$ cat config.mk
export PLATFORM = sky130hd
export DESIGN_NAME = sfft_frame_buffer_flat
export DESIGN_NICKNAME = d
export VERILOG_FILES = /design/src/rtl/sfft_frame_buffer_if.sv /design/src/rtl/sfft_frame_buffer.sv /design/src/flat_wrapper.sv
export SDC_FILE = /design/constraint.sdc
export NUM_CORES = 1
export LEC_CHECK = 0
export CORE_MARGIN = 2
export CORE_UTILIZATION = 55
export DETAILED_ROUTE_END_ITERATION = 12
export GPL_TIMING_DRIVEN = 0
export HOLD_SLACK_MARGIN = 0.12
export PLACE_DENSITY = 0.71
export SYNTH_ARGS = -nofsm -noshare
export SYNTH_HDL_FRONTEND = slang
export SYNTH_SLANG_ARGS = --single-unit
$ cat constraint.sdc
create_clock -name clk -period 5.5 [get_ports clk]
set_input_delay 1.1 -clock clk [delete_from_list [all_inputs] [get_ports clk]]
set_output_delay 1.1 -clock clk [all_outputs]
set_load 0.05 [all_outputs]
$ cat src/rtl/sfft_frame_buffer_if.sv
// Sample-in / frame-out stream bundle for sfft_frame_buffer.
// The design drives the frame side through the slave modport; the source and sink use master.
interface sfft_frame_buffer_if #(
    parameter int unsigned SAMPLE_WIDTH = 24,
    parameter int unsigned LOG2_NFFT    = 5
);
    logic signed [SAMPLE_WIDTH-1:0] SampleAmplitudeIn;
    logic                           advanceSignal;
    logic                           frame_accept;
    logic                           frame_valid;
    logic signed [SAMPLE_WIDTH-1:0] frame_data;
    logic [LOG2_NFFT-1:0]           frame_index;
    logic                           frame_last;
    logic                           overrun;

    modport master (
        output SampleAmplitudeIn, advanceSignal, frame_accept,
        input  frame_valid, frame_data, frame_index, frame_last, overrun
    );

    modport slave (
        input  SampleAmplitudeIn, advanceSignal, frame_accept,
        output frame_valid, frame_data, frame_index, frame_last, overrun
    );
endinterface

$ cat src/rtl/sfft_frame_buffer.sv
// Sliding-window frame buffer feeding the SFFT core: decimated sample capture into a
// 2*NFFT ring, NFFT-sample frames every HOP samples. Macro SFFT_BARTLETT_WINDOW_EN adds a triangular window.
module sfft_frame_buffer #(
    parameter int unsigned SAMPLE_WIDTH = 24,
    parameter int unsigned NFFT         = 32,
    parameter int unsigned LOG2_NFFT    = 5,
    parameter int unsigned HOP          = 8,
    parameter int unsigned DECIM        = 1,
    parameter int unsigned BIT_REVERSE  = 0
) (
    input  logic             clk,
    input  logic             reset,
    sfft_frame_buffer_if.slave bus
);
    localparam int unsigned PTR_W = LOG2_NFFT + 1;
    localparam int unsigned CNT_W = LOG2_NFFT + 1;
    localparam int unsigned DEC_W = 4;
    localparam int unsigned DEPTH = 2 * NFFT;

    typedef enum logic {IDLE, EMIT} state_e;

    state_e                         state_q;
    logic [DEC_W-1:0]               decim_cnt_q;
    logic [PTR_W-1:0]               wr_ptr_q, start_ptr_q, pend_ptr_q;
    logic [CNT_W-1:0]               fill_q, hop_cnt_q, emit_acc_q;
    logic                           pend_q, overrun_q;
    logic [LOG2_NFFT-1:0]           issue_k_q;
    logic                           issue_done_q;
    logic signed [SAMPLE_WIDTH-1:0] ram_q [DEPTH];
    logic signed [SAMPLE_WIDTH-1:0] rd_q;
    logic                           s1_vld_q, s1_last_q;
    logic [LOG2_NFFT-1:0]           s1_idx_q;
    logic                           out_vld_q, out_last_q;
    logic signed [SAMPLE_WIDTH-1:0] out_data_q;
    logic [LOG2_NFFT-1:0]           out_idx_q;

    logic                 accept_c, due_c, pipe_en_c, done_c, issue_c, frame_start_c;
    logic [PTR_W-1:0]     wr_ptr_d, due_ptr_c, rd_addr_c, frame_ptr_c;
    logic [CNT_W-1:0]     fill_d, hop_d;
    logic [LOG2_NFFT-1:0] t_c;

    function automatic logic [LOG2_NFFT-1:0] bitrev(input logic [LOG2_NFFT-1:0] v);
        logic [LOG2_NFFT-1:0] r;
        for (int i = 0; i < int'(LOG2_NFFT); i++) r[i] = v[LOG2_NFFT-1-i];
        return r;
    endfunction

    // Capture bookkeeping, frame-due detection and read-pipeline control.
    always_comb begin
        accept_c  = bus.advanceSignal && (decim_cnt_q == '0);
        wr_ptr_d  = wr_ptr_q + PTR_W'(1);
        fill_d    = (fill_q == CNT_W'(NFFT)) ? fill_q : fill_q + CNT_W'(1);
        hop_d     = (hop_cnt_q == CNT_W'(HOP)) ? hop_cnt_q : hop_cnt_q + CNT_W'(1);
        due_c     = accept_c && (fill_d == CNT_W'(NFFT)) && (hop_d == CNT_W'(HOP));
        due_ptr_c = wr_ptr_d - PTR_W'(NFFT);
        pipe_en_c = !out_vld_q || bus.frame_accept;
        done_c    = out_vld_q && bus.frame_accept && out_last_q;
        issue_c   = (state_q == EMIT) && !issue_done_q && pipe_en_c;
        t_c       = (BIT_REVERSE != 0) ? bitrev(issue_k_q) : issue_k_q;
        rd_addr_c = start_ptr_q + PTR_W'(t_c);

        frame_start_c = 1'b0;
        frame_ptr_c   = due_ptr_c;
        if (state_q == IDLE) begin
            frame_start_c = due_c;
        end else if (done_c) begin
            if (pend_q) begin
                frame_start_c = 1'b1;
                frame_ptr_c   = pend_ptr_q;
            end else begin
                frame_start_c = due_c;
            end
        end
    end

    always_ff @(posedge clk or posedge reset) begin
        if (reset) begin
            state_q      <= IDLE;
            decim_cnt_q  <= '0;
            wr_ptr_q     <= '0;
            start_ptr_q  <= '0;
            pend_ptr_q   <= '0;
            fill_q       <= '0;
            hop_cnt_q    <= '0;
            emit_acc_q   <= '0;
            pend_q       <= 1'b0;
            overrun_q    <= 1'b0;
            issue_k_q    <= '0;
            issue_done_q <= 1'b1;
        end else begin
            if (bus.advanceSignal)
                decim_cnt_q <= (decim_cnt_q == DEC_W'(DECIM - 1)) ? '0 : decim_cnt_q + DEC_W'(1);
            if (accept_c) begin
                wr_ptr_q  <= wr_ptr_d;
                fill_q    <= fill_d;
                hop_cnt_q <= due_c ? '0 : hop_d;
            end
            if (frame_start_c) begin
                start_ptr_q  <= frame_ptr_c;
                issue_k_q    <= '0;
                issue_done_q <= 1'b0;
                emit_acc_q   <= '0;
            end else begin
                if (issue_c) begin
                    issue_k_q <= issue_k_q + LOG2_NFFT'(1);
                    if (issue_k_q == LOG2_NFFT'(NFFT - 1)) issue_done_q <= 1'b1;
                end
                // NFFT new samples during one frame can overwrite its unread tail.
                if ((state_q == EMIT) && accept_c && (emit_acc_q != CNT_W'(NFFT))) begin
                    emit_acc_q <= emit_acc_q + CNT_W'(1);
                    if (emit_acc_q == CNT_W'(NFFT - 1)) overrun_q <= 1'b1;
                end
            end
            case (state_q)
                IDLE: if (due_c) state_q <= EMIT;
                EMIT: begin
                    if (done_c) begin
                        if (pend_q) begin
                            pend_q <= due_c;
                            if (due_c) pend_ptr_q <= due_ptr_c;
                        end else if (!due_c) begin
                            state_q <= IDLE;
                        end
                    end else if (due_c) begin
                        if (pend_q) begin
                            overrun_q <= 1'b1;
                        end else begin
                            pend_q     <= 1'b1;
                            pend_ptr_q <= due_ptr_c;
                        end
                    end
                end
                default: state_q <= IDLE;
            endcase
        end
    end

    // Ring storage with a registered read port that stalls with the output.
    always_ff @(posedge clk) begin
        if (accept_c) ram_q[wr_ptr_q] <= bus.SampleAmplitudeIn;
        if (issue_c) rd_q <= ram_q[rd_addr_c];
    end

`ifdef SFFT_BARTLETT_WINDOW_EN
    localparam int unsigned PW = SAMPLE_WIDTH + LOG2_NFFT + 2;

    logic [LOG2_NFFT-1:0]           s1_t_q;
    logic                           s2_vld_q, s2_last_q;
    logic [LOG2_NFFT-1:0]           s2_idx_q;
    logic signed [SAMPLE_WIDTH-1:0] s2_data_q;
    logic [CNT_W-1:0]               t_ext_c, t_mir_c, w_min_c;
    logic signed [PW-1:0]           x_ext_c, w_ext_c, prod_c, shift_c;
    logic signed [SAMPLE_WIDTH-1:0] win_c;

    // w[t] = 2*min(t, NFFT-t); the product then shifted by LOG2_NFFT always fits the sample width.
    always_comb begin
        t_ext_c = CNT_W'(s1_t_q);
        t_mir_c = CNT_W'(NFFT) - t_ext_c;
        w_min_c = (t_ext_c < t_mir_c) ? t_ext_c : t_mir_c;
        x_ext_c = PW'(rd_q);
        w_ext_c = PW'({w_min_c, 1'b0});
        prod_c  = x_ext_c * w_ext_c;
        shift_c = prod_c >>> LOG2_NFFT;
        win_c   = SAMPLE_WIDTH'(shift_c);
    end
`endif

    always_ff @(posedge clk or posedge reset) begin
        if (reset) begin
            s1_vld_q   <= 1'b0;
            s1_last_q  <= 1'b0;
            s1_idx_q   <= '0;
            out_vld_q  <= 1'b0;
            out_last_q <= 1'b0;
            out_idx_q  <= '0;
            out_data_q <= '0;
`ifdef SFFT_BARTLETT_WINDOW_EN
            s1_t_q     <= '0;
            s2_vld_q   <= 1'b0;
            s2_last_q  <= 1'b0;
            s2_idx_q   <= '0;
            s2_data_q  <= '0;
`endif
        end else if (pipe_en_c) begin
            s1_vld_q  <= issue_c;
            s1_last_q <= (issue_k_q == LOG2_NFFT'(NFFT - 1));
            s1_idx_q  <= issue_k_q;
`ifdef SFFT_BARTLETT_WINDOW_EN
            s1_t_q     <= t_c;
            s2_vld_q   <= s1_vld_q;
            s2_last_q  <= s1_last_q;
            s2_idx_q   <= s1_idx_q;
            s2_data_q  <= win_c;
            out_vld_q  <= s2_vld_q;
            out_last_q <= s2_last_q;
            out_idx_q  <= s2_idx_q;
            out_data_q <= s2_data_q;
`else
            out_vld_q  <= s1_vld_q;
            out_last_q <= s1_last_q;
            out_idx_q  <= s1_idx_q;
            out_data_q <= rd_q;
`endif
        end
    end

    assign bus.frame_valid = out_vld_q;
    assign bus.frame_data  = out_data_q;
    assign bus.frame_index = out_idx_q;
    assign bus.frame_last  = out_last_q;
    assign bus.overrun     = overrun_q;
endmodule

$ cat src/flat_wrapper.sv
// flat-port wrapper written by rule: the top's interface ports become plain ports
module sfft_frame_buffer_flat 
#(
    parameter int unsigned SAMPLE_WIDTH = 24,
    parameter int unsigned NFFT         = 32,
    parameter int unsigned LOG2_NFFT    = 5,
    parameter int unsigned HOP          = 8,
    parameter int unsigned DECIM        = 1,
    parameter int unsigned BIT_REVERSE  = 0
)
  (clk, reset, bus_SampleAmplitudeIn, bus_advanceSignal, bus_frame_accept, bus_frame_valid, bus_frame_data, bus_frame_index, bus_frame_last, bus_overrun);
  sfft_frame_buffer_if #(.SAMPLE_WIDTH(SAMPLE_WIDTH), .LOG2_NFFT(LOG2_NFFT)) bus_i ();
  input  logic clk;
  input  logic reset;
  input wire logic [$bits(bus_i.SampleAmplitudeIn)-1:0] bus_SampleAmplitudeIn;
  input wire logic [$bits(bus_i.advanceSignal)-1:0] bus_advanceSignal;
  input wire logic [$bits(bus_i.frame_accept)-1:0] bus_frame_accept;
  output wire logic [$bits(bus_i.frame_valid)-1:0] bus_frame_valid;
  output wire logic [$bits(bus_i.frame_data)-1:0] bus_frame_data;
  output wire logic [$bits(bus_i.frame_index)-1:0] bus_frame_index;
  output wire logic [$bits(bus_i.frame_last)-1:0] bus_frame_last;
  output wire logic [$bits(bus_i.overrun)-1:0] bus_overrun;
  assign bus_i.SampleAmplitudeIn = bus_SampleAmplitudeIn;
  assign bus_i.advanceSignal = bus_advanceSignal;
  assign bus_i.frame_accept = bus_frame_accept;
  assign bus_frame_valid = bus_i.frame_valid;
  assign bus_frame_data = bus_i.frame_data;
  assign bus_frame_index = bus_i.frame_index;
  assign bus_frame_last = bus_i.frame_last;
  assign bus_overrun = bus_i.overrun;
  sfft_frame_buffer #(.SAMPLE_WIDTH(SAMPLE_WIDTH), .NFFT(NFFT), .LOG2_NFFT(LOG2_NFFT), .HOP(HOP), .DECIM(DECIM), .BIT_REVERSE(BIT_REVERSE)) u_core (.clk(clk), .reset(reset), .bus(bus_i));
endmodule
After elaboration in Yosys (flattened, before gate mapping)
Memories as Yosys holds them, arrays and structs flattened. A register that Yosys moved wholly into a read port is not among the register bits.
Cells that the tools add are included.
{"block": "word_totals", "ff_bits": 87, "ram_bits": 1536, "input_bits": 28, "output_inout_bits": 32, "word_cells": 95, "memories": 1}
{"block": "classes", "add_sub_neg": 8, "eq_ne": 9, "mux": 37, "n_bitwise": 1, "reduce_logical": 20}
{"name": "u_core.ram_q", "words": 64, "word_bits": 24, "rd": 1, "rd_ports_with_merged_regs": 1, "write_ports": 1, "line_no": "sfft_frame_buffer.sv:29", "rtl": "logic signed [SAMPLE_WIDTH-1:0] ram_q [DEPTH];"}
{"cell": "6-bit two-way mux", "count": 12}
{"cell": "6-bit by 1-bit adder with 6-bit output, second input constant", "count": 4}
{"cell": "1-bit two-way mux", "count": 21}
{"cell": "6-bit by 4-bit == test with 1-bit output, second input constant", "count": 2}
{"cell": "6-bit == test, second input constant", "count": 2}
{"cell": "5-bit two-way mux", "count": 2}
{"cell": "1-bit logical AND", "count": 9}
{"cell": "2-bit nonzero test", "count": 4}
{"cell": "6-bit by 5-bit adder with 6-bit output", "count": 1}
{"cell": "6-bit by 5-bit == test with 1-bit output, second input constant", "count": 1}
{"cell": "6-bit inequality test, second input constant", "count": 1}
{"cell": "6-bit subtractor, second input constant", "count": 1}
{"cell": "5-bit by 1-bit adder with 5-bit output, second input constant", "count": 1}
{"cell": "5-bit == test, second input constant", "count": 1}
{"cell": "4-bit by 1-bit adder with 4-bit output, second input constant", "count": 1}
{"cell": "4-bit zero test", "count": 1}
{"cell": "4-bit two-way mux", "count": 1}
{"cell": "2-bit AND reduction", "count": 2}
{"cell": "4-bit AND reduction", "count": 1}
{"cell": "1-bit zero test", "count": 2}
{"cell": "2-bit by 1-bit inequality test with 1-bit output, second input constant", "count": 1}
{"cell": "2-bit inequality test, second input constant", "count": 1}
{"cell": "1-bit case mux with 2 select lines", "count": 1}
{"cell": "1-bit logical OR", "count": 1}
{"cell": "1-bit inverter", "count": 1}

Logic depth before layout (Yosys ltp)
Gate-level depths: netlist of the first run.
{"block": "logic_depth", "word_depth": 13, "ltp_mapped": 12}

Worst setup path before layout of the first run
No wires, ideal clock.
{"block": "synth_timing", "path_kind": "input-to-reg", "from": "input bus_frame_accept", "to": "register u_core.issue_k_q[3]", "setup_ns": 0.071, "arrival_ns": 3.828, "setup_slack_ns": 1.601, "path_stages": 5, "n_path_buf": 0, "cell_sequence": "nor2b_1 nor3_1 nand4_1 xor2_1 nor2_1"}
{"block": "synth_via", "elab_cells_between_ends": 8}
{"element": "start: declaration", "line_no": "flat_wrapper.sv:17", "rtl": "input wire logic [$bits(bus_i.frame_accept)-1:0] bus_frame_accept;"}
{"element": "1-bit logical OR", "line_no": "sfft_frame_buffer.sv:56", "rtl": "pipe_en_c = !out_vld_q || bus.frame_accept;"}
{"element": "1-bit logical AND", "line_no": "sfft_frame_buffer.sv:58", "rtl": "issue_c = (state_q == EMIT) && !issue_done_q && pipe_en_c;"}
{"element": "named net u_core.issue_c", "line_no": "sfft_frame_buffer.sv:37", "rtl": "logic accept_c, due_c, pipe_en_c, done_c, issue_c, frame_start_c;"}
{"element": "2-bit nonzero test (no source line)"}
{"element": "end signal: assignment", "line_no": "sfft_frame_buffer.sv:105", "rtl": "issue_k_q <= issue_k_q + LOG2_NFFT'(1);"}
{"element": "end: declaration", "line_no": "sfft_frame_buffer.sv:27", "rtl": "logic [LOG2_NFFT-1:0] issue_k_q;"}
The timed path passes the listed nets, and every way through them passes these cells.
A chain may end at the register's enable or synchronous reset.

Final worst setup path of the first run
{"block": "layout_timing", "from": "register u_core.issue_k_q[0]", "to": "register u_core.rd_q[17] (read register of u_core.ram_q) (data pin)"}
{"block": "layout_via", "elab_chain_cells": 1}
{"element": "6-bit by 5-bit adder with 6-bit output", "line_no": "sfft_frame_buffer.sv:60", "rtl": "rd_addr_c = start_ptr_q + PTR_W'(t_c);"}
{"element": "end: declaration", "line_no": "sfft_frame_buffer.sv:30", "rtl": "logic signed [SAMPLE_WIDTH-1:0] rd_q;"}
Every way passes these cells.

==> results.sh, run 1 <==
export IMPL_synth_ff_type="edfxtp_1"
export IMPL_dpl_hpwl_um=101000
export IMPL_io_pins=60
export IMPL_clkPwrFrac_pct=43.2
export IMPL_end_kind="register"
export IMPL_htree_levels=4
export IMPL_drt_iter0_markers=3815
export IMPL_grt_pass1_wl_um=217000
export IMPL_avgSynthCellArea_um2=22.2
export IMPL_yosys_area_top_type="edfxtp_1"
export IMPL_drive_gt1_share_pct=26.6
export IMPL_critPathBufInv=3
export IMPL_slew_headroom_pct=-2.95
export IMPL_hp_class="register to register"
export IMPL_hold_violations=0
export IMPL_power_total_mw=26.0
export IMPL_max_stage_delay_ps=1000
export IMPL_synth_nets=2936
export IMPL_ys_top_cells_by_count="edfxtp_1 (1560), mux4_2 (384), mux2i_1 (368)"
export IMPL_min_period_over_period_pct=99.4
export IMPL_seq_area_frac_synth_pct=76.3
export IMPL_syn2layout_area_growth_pct=14.3
export IMPL_path_max_fanout=10
export IMPL_finalSetupViolations=0
export IMPL_async_reset_ff_share_pct=5.28
export IMPL_clk_latency_ps=770
export IMPL_cp_top_family="buffers and inverters"
export IMPL_synth_cells=2891
export IMPL_final_cell_area_um2=73400
export IMPL_rsz0062_at_grt="yes"
export IMPL_root_buffer="clkbuf_16"
export IMPL_drc_errors=0
export IMPL_yosysMostFrequentCell="edfxtp_1"
export IMPL_clk_pin_slew_worst_paths_ps=60
export IMPL_peakVddDrop_uv=298
export IMPL_worstPathRequired_ps=6000
export IMPL_synth_area_leaders="edfxtp_1 (73%), mux4_2 (13%), mux2i_1 (5.7%), dfrtp_1 (3.4%), mux2_2 (0.65%)"
export IMPL_worstMarginPinSlew_ps=1540
export IMPL_path_common_cell="mux2i_1"
export IMPL_gp_congestion=0.867
export IMPL_status="finished, violations left"
export IMPL_failed_checks="capacitance limit, slew limit"
export IMPL_antenna_left=0
export IMPL_start_kind="register"
export IMPL_criticalPathCategory="register to register"
export IMPL_synth_top_area_share_pct=72.9
export IMPL_ys_warn_count=0
export IMPL_multi_input_area_um2=14800
export IMPL_vias=30500
export IMPL_grt_usage_pct=25.5
export IMPL_p_switching_mw=5.42
export IMPL_final_nets=3216
export IMPL_cts_tree="done"
export IMPL_dieWidth_um=346
export IMPL_core_area_um2=116000
export IMPL_maxCapViolCount=1
export IMPL_ctsHoldBuffers=0
export IMPL_dp_cells=4531
export IMPL_seqCellArea_um2=49000
export IMPL_synth_edf_count=1560
export IMPL_switching_share_pct=20.9
export IMPL_cp_cell_sequence="ha_1, fa_1, clkbuf_1, clkbuf_1, clkbuf_1, mux4_2, mux2i_1, mux2i_1, mux2i_1, mux2i_1"
export IMPL_synth_area_mux_share_pct=19.9
export IMPL_synthesis_area_um2=64200
export IMPL_fin_setup_tns_ps=0
export IMPL_slowest_stage="clkbuf_1"
export IMPL_grt_pass1_vias=30800
export IMPL_rows=125
export IMPL_period_needed_ps=5460
export IMPL_numClockSinks=1647
export IMPL_post_cts_repair_setup_buffers=0
export IMPL_fillers=7599
export IMPL_power_internal_mw=20.6
export IMPL_fmax_mhz=183
export IMPL_clockBufferDepth=3
export IMPL_via_per_inst=6.31
export IMPL_leakagePower_nw=22.8
export IMPL_placed_cell_area_um2=68000
export IMPL_synth_xor_area_share_pct=0.436
export IMPL_routed_wl_um=151000
export IMPL_grt_start_max_net_pins=57
export IMPL_start_util_pct=55.4
export IMPL_die_h_um=346
export IMPL_power_density_nw_per_um2=354
export IMPL_synth_top_family_by_area="multiplexers"
export IMPL_cts_buffers=162
export IMPL_pwr_share_comb_pct=3.3
export IMPL_die_area_um2=120000
export IMPL_yosys_area_share_simple_pct=1.43
export IMPL_arrival_ps=5960
export IMPL_slew_viol_final=5
export IMPL_wire_per_inst_um=31.3
export IMPL_synth_cell_types=51
export IMPL_synthAdderAreaFrac_pct=0.343
export IMPL_grt_overflow=0
export IMPL_first_pass_iters=5
export IMPL_power_frac_seq_pct=53.5
export IMPL_synth_seq_cells=1647
export IMPL_synth_compound_area_share_pct=0.493
export IMPL_finClkSkew_ps=29.5
export IMPL_port_buffers=59
export IMPL_layout_cells_non_filler=4829
export IMPL_antenna_found_initial=6
## logic make-up after synthesis
family / after synthesis
AOI/OAI and AO/OA: 47
xor gates and xnor gates: 32
adders and majority gates: 17
buffers and inverters: 169
DFF: 1647
muxes: 790
and+or+nand+nor: 189
## flip-flops by register name, indices dropped and copies added (netlist names), 5 cells and up
signal	flops
u_core.s1_idx_q	5
u_core.rd_q	24
u_core.issue_k_q	5
u_core.ram_q	1536
u_core.emit_acc_q	6
u_core.start_ptr_q	6
u_core.bus.frame_data	24
u_core.hop_cnt_q	6
u_core.pend_ptr_q	6
u_core.fill_q	6
u_core.wr_ptr_q	6
u_core.bus.frame_index	5
## power by group through the flow
stage	Clock, mW	Combinational, mW	Sequential [mW]
3_5_place_dp	0	0.844	14.2
4_1_cts	11.4	0.849	13.9
3_3_place_gp	0	0.699	14.2
2_1_floorplan	0	0.332	14.1
5_1_grt	11.8	0.911	13.9
6_report	11.2	0.858	13.9
## cells in the final DEF (no fill, tap or decap), types with 24 or more instances in the layout
cell             count
edfxtp_1          1560
mux4_2             384
mux2i_1            368
clkbuf_16          165
clkbuf_1           105
dfrtp_1             86
buf_2               74
mux2_2              37
nor2_4              35
clkdlybuf4s50_1     35
clkinv_1            34
nor2_1              33
nor2_2              29
buf_8               27
nand2_1             26
clkinv_2            25
buf_12              24
## area by class of cell
cell class / count / area share (%)
repair buffers: 116 / 2.03
clock inverters: 103 / 1.61
well taps: 1524 / 2.60
inverters: 21 / 0.111
diodes: 2 / 0.00682
multi-input cells: 1075 / 20.2
flip-flops and latches: 1647 / 66.8
plain buffers: 148 / 0.872
clock buffers: 193 / 5.79
## metrics by stage
step	utilization, %	hold slack (ps)	worst slack [ps]
3_5_place_dp	58.6	454	-233
5_1_grt	63.3	490	-90.1
2_1_floorplan	-	440	1600
6_report	63.3	469	35.4
3_3_place_gp	57.5	454	-914
4_1_cts	63.3	473	70.7
## routing by layer
layer	global-route usage, %	vias to the layer above	share of wire [%]
met5	0	-	0
met3	4.53	230	7.8
li1	-	12600	-
met4	8.72	0	3.3
met1	36.3	16300	40
met2	40.5	1396	49
## path summary, 6_finish.rpt
path | endpoint | startpoint | depth (start not counted) | slack (ps)
setup / recovery | u_core.rd_q[17] | u_core.issue_k_q[0] | 10 | 40
hold / removal | u_core.bus.overrun | u_core.bus.overrun | 1 | 470
setup reg to reg | u_core.rd_q[17] | u_core.issue_k_q[0] | 10 | 40
hold reg to reg | u_core.bus.overrun | u_core.bus.overrun | 1 | 470
max in group asynchronous | u_core.bus.frame_data[4] | reset | 3 | 4070
min in group asynchronous | u_core.bus.frame_index[3] | reset | 2 | 750
## what timing repair did
| action | CTS | global route |
|---|---|---|
| gates resized for setup | 3 | 1 |
| setup endpoints to repair | 4 | 5 |
| cloned | 0 | 0 |
No activity file was read; power rests on OpenSTA's default activity.
==> inputs of run 2 (changes only) <==
CORE_ASPECT_RATIO = 0.6   (was unset)
==> run 2 against run 1 <==
  * The run now ends clean
  * Count of clock-buffer cells in the layout down 16
  * Via count up 1.6%
  * Hold slack better by 7.8 ps
  * Clock skew down 3.7 ps
  * Critical path depth unchanged
  * Combinational power up 0.7%
  * Cell count down 0.62%
  * Highest routed layer is now met5
==> results.sh, run 2 (same netlist as run 1, synthesis figures left out) <==
export IMPL_final_common_cell="edfxtp_1"
export IMPL_drive_gt1_share_pct=25.8
export IMPL_crit_start="u_core.issue_k_q[0]"
export IMPL_grt_start_max_net_pins=62
export IMPL_hp_class="register to register"
export IMPL_wire_per_inst_um=32.4
export IMPL_grt_pass1_vias=30700
export IMPL_maxCapViolCount=0
export IMPL_via_per_inst=6.45
export IMPL_largest_reg_flops=1536
export IMPL_leakagePower_nw=22.5
export IMPL_dieWidth_um=445
export IMPL_antenna_left=0
export IMPL_clockBufferDepth=3
export IMPL_hold_violations=0
export IMPL_grt_usage_pct=26.5
export IMPL_post_cts_repair_setup_buffers=0
export IMPL_r2r_start="u_core.issue_k_q[0]"
export IMPL_criticalPathCategory="register to register"
export IMPL_clk_latency_ps=770
export IMPL_power_density_nw_per_um2=344
export IMPL_clkPwrFrac_pct=41.1
export IMPL_drt_iter0_markers=4330
export IMPL_grt_overflow=0
export IMPL_pwr_share_comb_pct=3.4
export IMPL_holdWs_ps=477
export IMPL_rsz0062_at_grt="yes"
export IMPL_routed_wl_um=155000
export IMPL_cts_buffers=144
export IMPL_path_max_fanout=10
export IMPL_power_total_mw=25.1
export IMPL_switching_share_pct=20.6
export IMPL_io_pins=60
export IMPL_port_buffers=59
export IMPL_dpl_hpwl_um=106000
export IMPL_fin_setup_tns_ps=0
export IMPL_peakVddDrop_uv=287
export IMPL_power_internal_mw=19.9
export IMPL_period_needed_ps=5410
export IMPL_critPathBufInv=3
export IMPL_final_cell_mix="edfxtp_1 (1560), mux4_2 (384), mux2i_1 (368), clkbuf_16 (152), clkbuf_1 (105)"
export IMPL_worstMarginPinSlew_ps=1430
export IMPL_slew_headroom_pct=4.38
export IMPL_p_switching_mw=5.17
export IMPL_die_area_um2=120000
export IMPL_cts_tree="done"
export IMPL_die_h_um=269
export IMPL_grt_pass1_wl_um=222000
export IMPL_min_period_over_period_pct=98.4
export IMPL_worstPathRequired_ps=6000
export IMPL_first_pass_iters=7
export IMPL_syn2layout_area_growth_pct=13.3
export IMPL_drc_errors=0
export IMPL_slowest_stage="clkdlybuf4s15_1"
export IMPL_power_frac_seq_pct=55.4
export IMPL_arrival_ps=5910
export IMPL_core_area_um2=116000
export IMPL_rows=97
export IMPL_start_kind="register"
export IMPL_start_util_pct=55.2
export IMPL_clk_pin_slew_worst_paths_ps=70
export IMPL_largest_register="u_core.ram_q"
export IMPL_final_nets=3197
export IMPL_cp_cell_sequence="ha_1, fa_1, clkbuf_1, clkdlybuf4s15_1, clkbuf_1, mux4_2, mux2i_1, mux2i_1, mux2i_1, mux2i_1"
export IMPL_cp_top_family="buffers and inverters"
export IMPL_gp_congestion=0.875
export IMPL_hold_start="u_core.s1_vld_q"
export IMPL_htree_levels=4
export IMPL_fmax_mhz=185
export IMPL_antenna_found_initial=5
export IMPL_fillers=7681
export IMPL_finClkSkew_ps=25.8
export IMPL_max_stage_delay_ps=1010
export IMPL_vias=31000
export IMPL_numClockSinks=1647
export IMPL_status="finished clean"
export IMPL_end_kind="register"
export IMPL_path_common_cell="mux2i_1"
export IMPL_root_buffer="clkbuf_16"
export IMPL_finalSetupViolations=0
export IMPL_slew_viol_final=0
run 2: worst paths after layout:
kind                       cells past startpoint                        to  slack (ps)
min in group asynchronous                      2          u_core.fill_q[5]         680
min reg2reg                                    1    u_core.bus.frame_valid         480
max reg2reg                                   10           u_core.rd_q[21]          90
min                                            1    u_core.bus.frame_valid         480
max                                           10           u_core.rd_q[21]          90
max in group asynchronous                      3  u_core.bus.frame_data[7]        4160
run 2: cell type report:
type | instances | area (um^2) | area share (%)
clock buffer | 177 | 3910 | 5.37
sequential | 1647 | 49000 | 67.3
clock inverter | 80 | 832 | 1.14
inverter | 21 | 81.3 | 0.112
antenna | 2 | 5.00 | 0.00687
tap | 1534 | 1920 | 2.64
timing repair buffer | 115 | 1560 | 2.14
multi-input combinational | 1075 | 14800 | 20.4
buffer | 148 | 644 | 0.885
run 2: power by group through the flow:
stage                     sequential [mW]  combinational [mW]  clock, mW
after detailed placement             14.2               0.841          0
after global routing                 13.9               0.915       10.9
after CTS                            13.9               0.845       10.4
after floorplan                      14.1               0.332          0
after global placement               14.2               0.696          0
final                                13.9               0.864       10.3
run 2: metal layers:
layer	GRT usage, %	routed length, um	vias to the layer above
li1	-	-	12600
met2	35.3	64400	1752
met3	8.31	20100	166
met1	42.6	68000	16500
met5	0	13	-
met4	6.58	2760	2
run 2: repair_timing:
item                                    CTS  global route
endpoints found under the setup margin    0             7
resized for setup                         0             5
hold buffers                              0             0
run 2: per-stage QoR:
step	cells	utilization (%)	setup slack [ps]	cell area, um^2
floorplan	2891	-	1600	64200
global placement	4484	57.4	-707	66700
detailed placement	4540	58.5	80.8	68100
CTS	4797	62.6	62.1	72800
global route	4797	62.6	-35.6	72800
finish	4799	62.6	88.1	72800
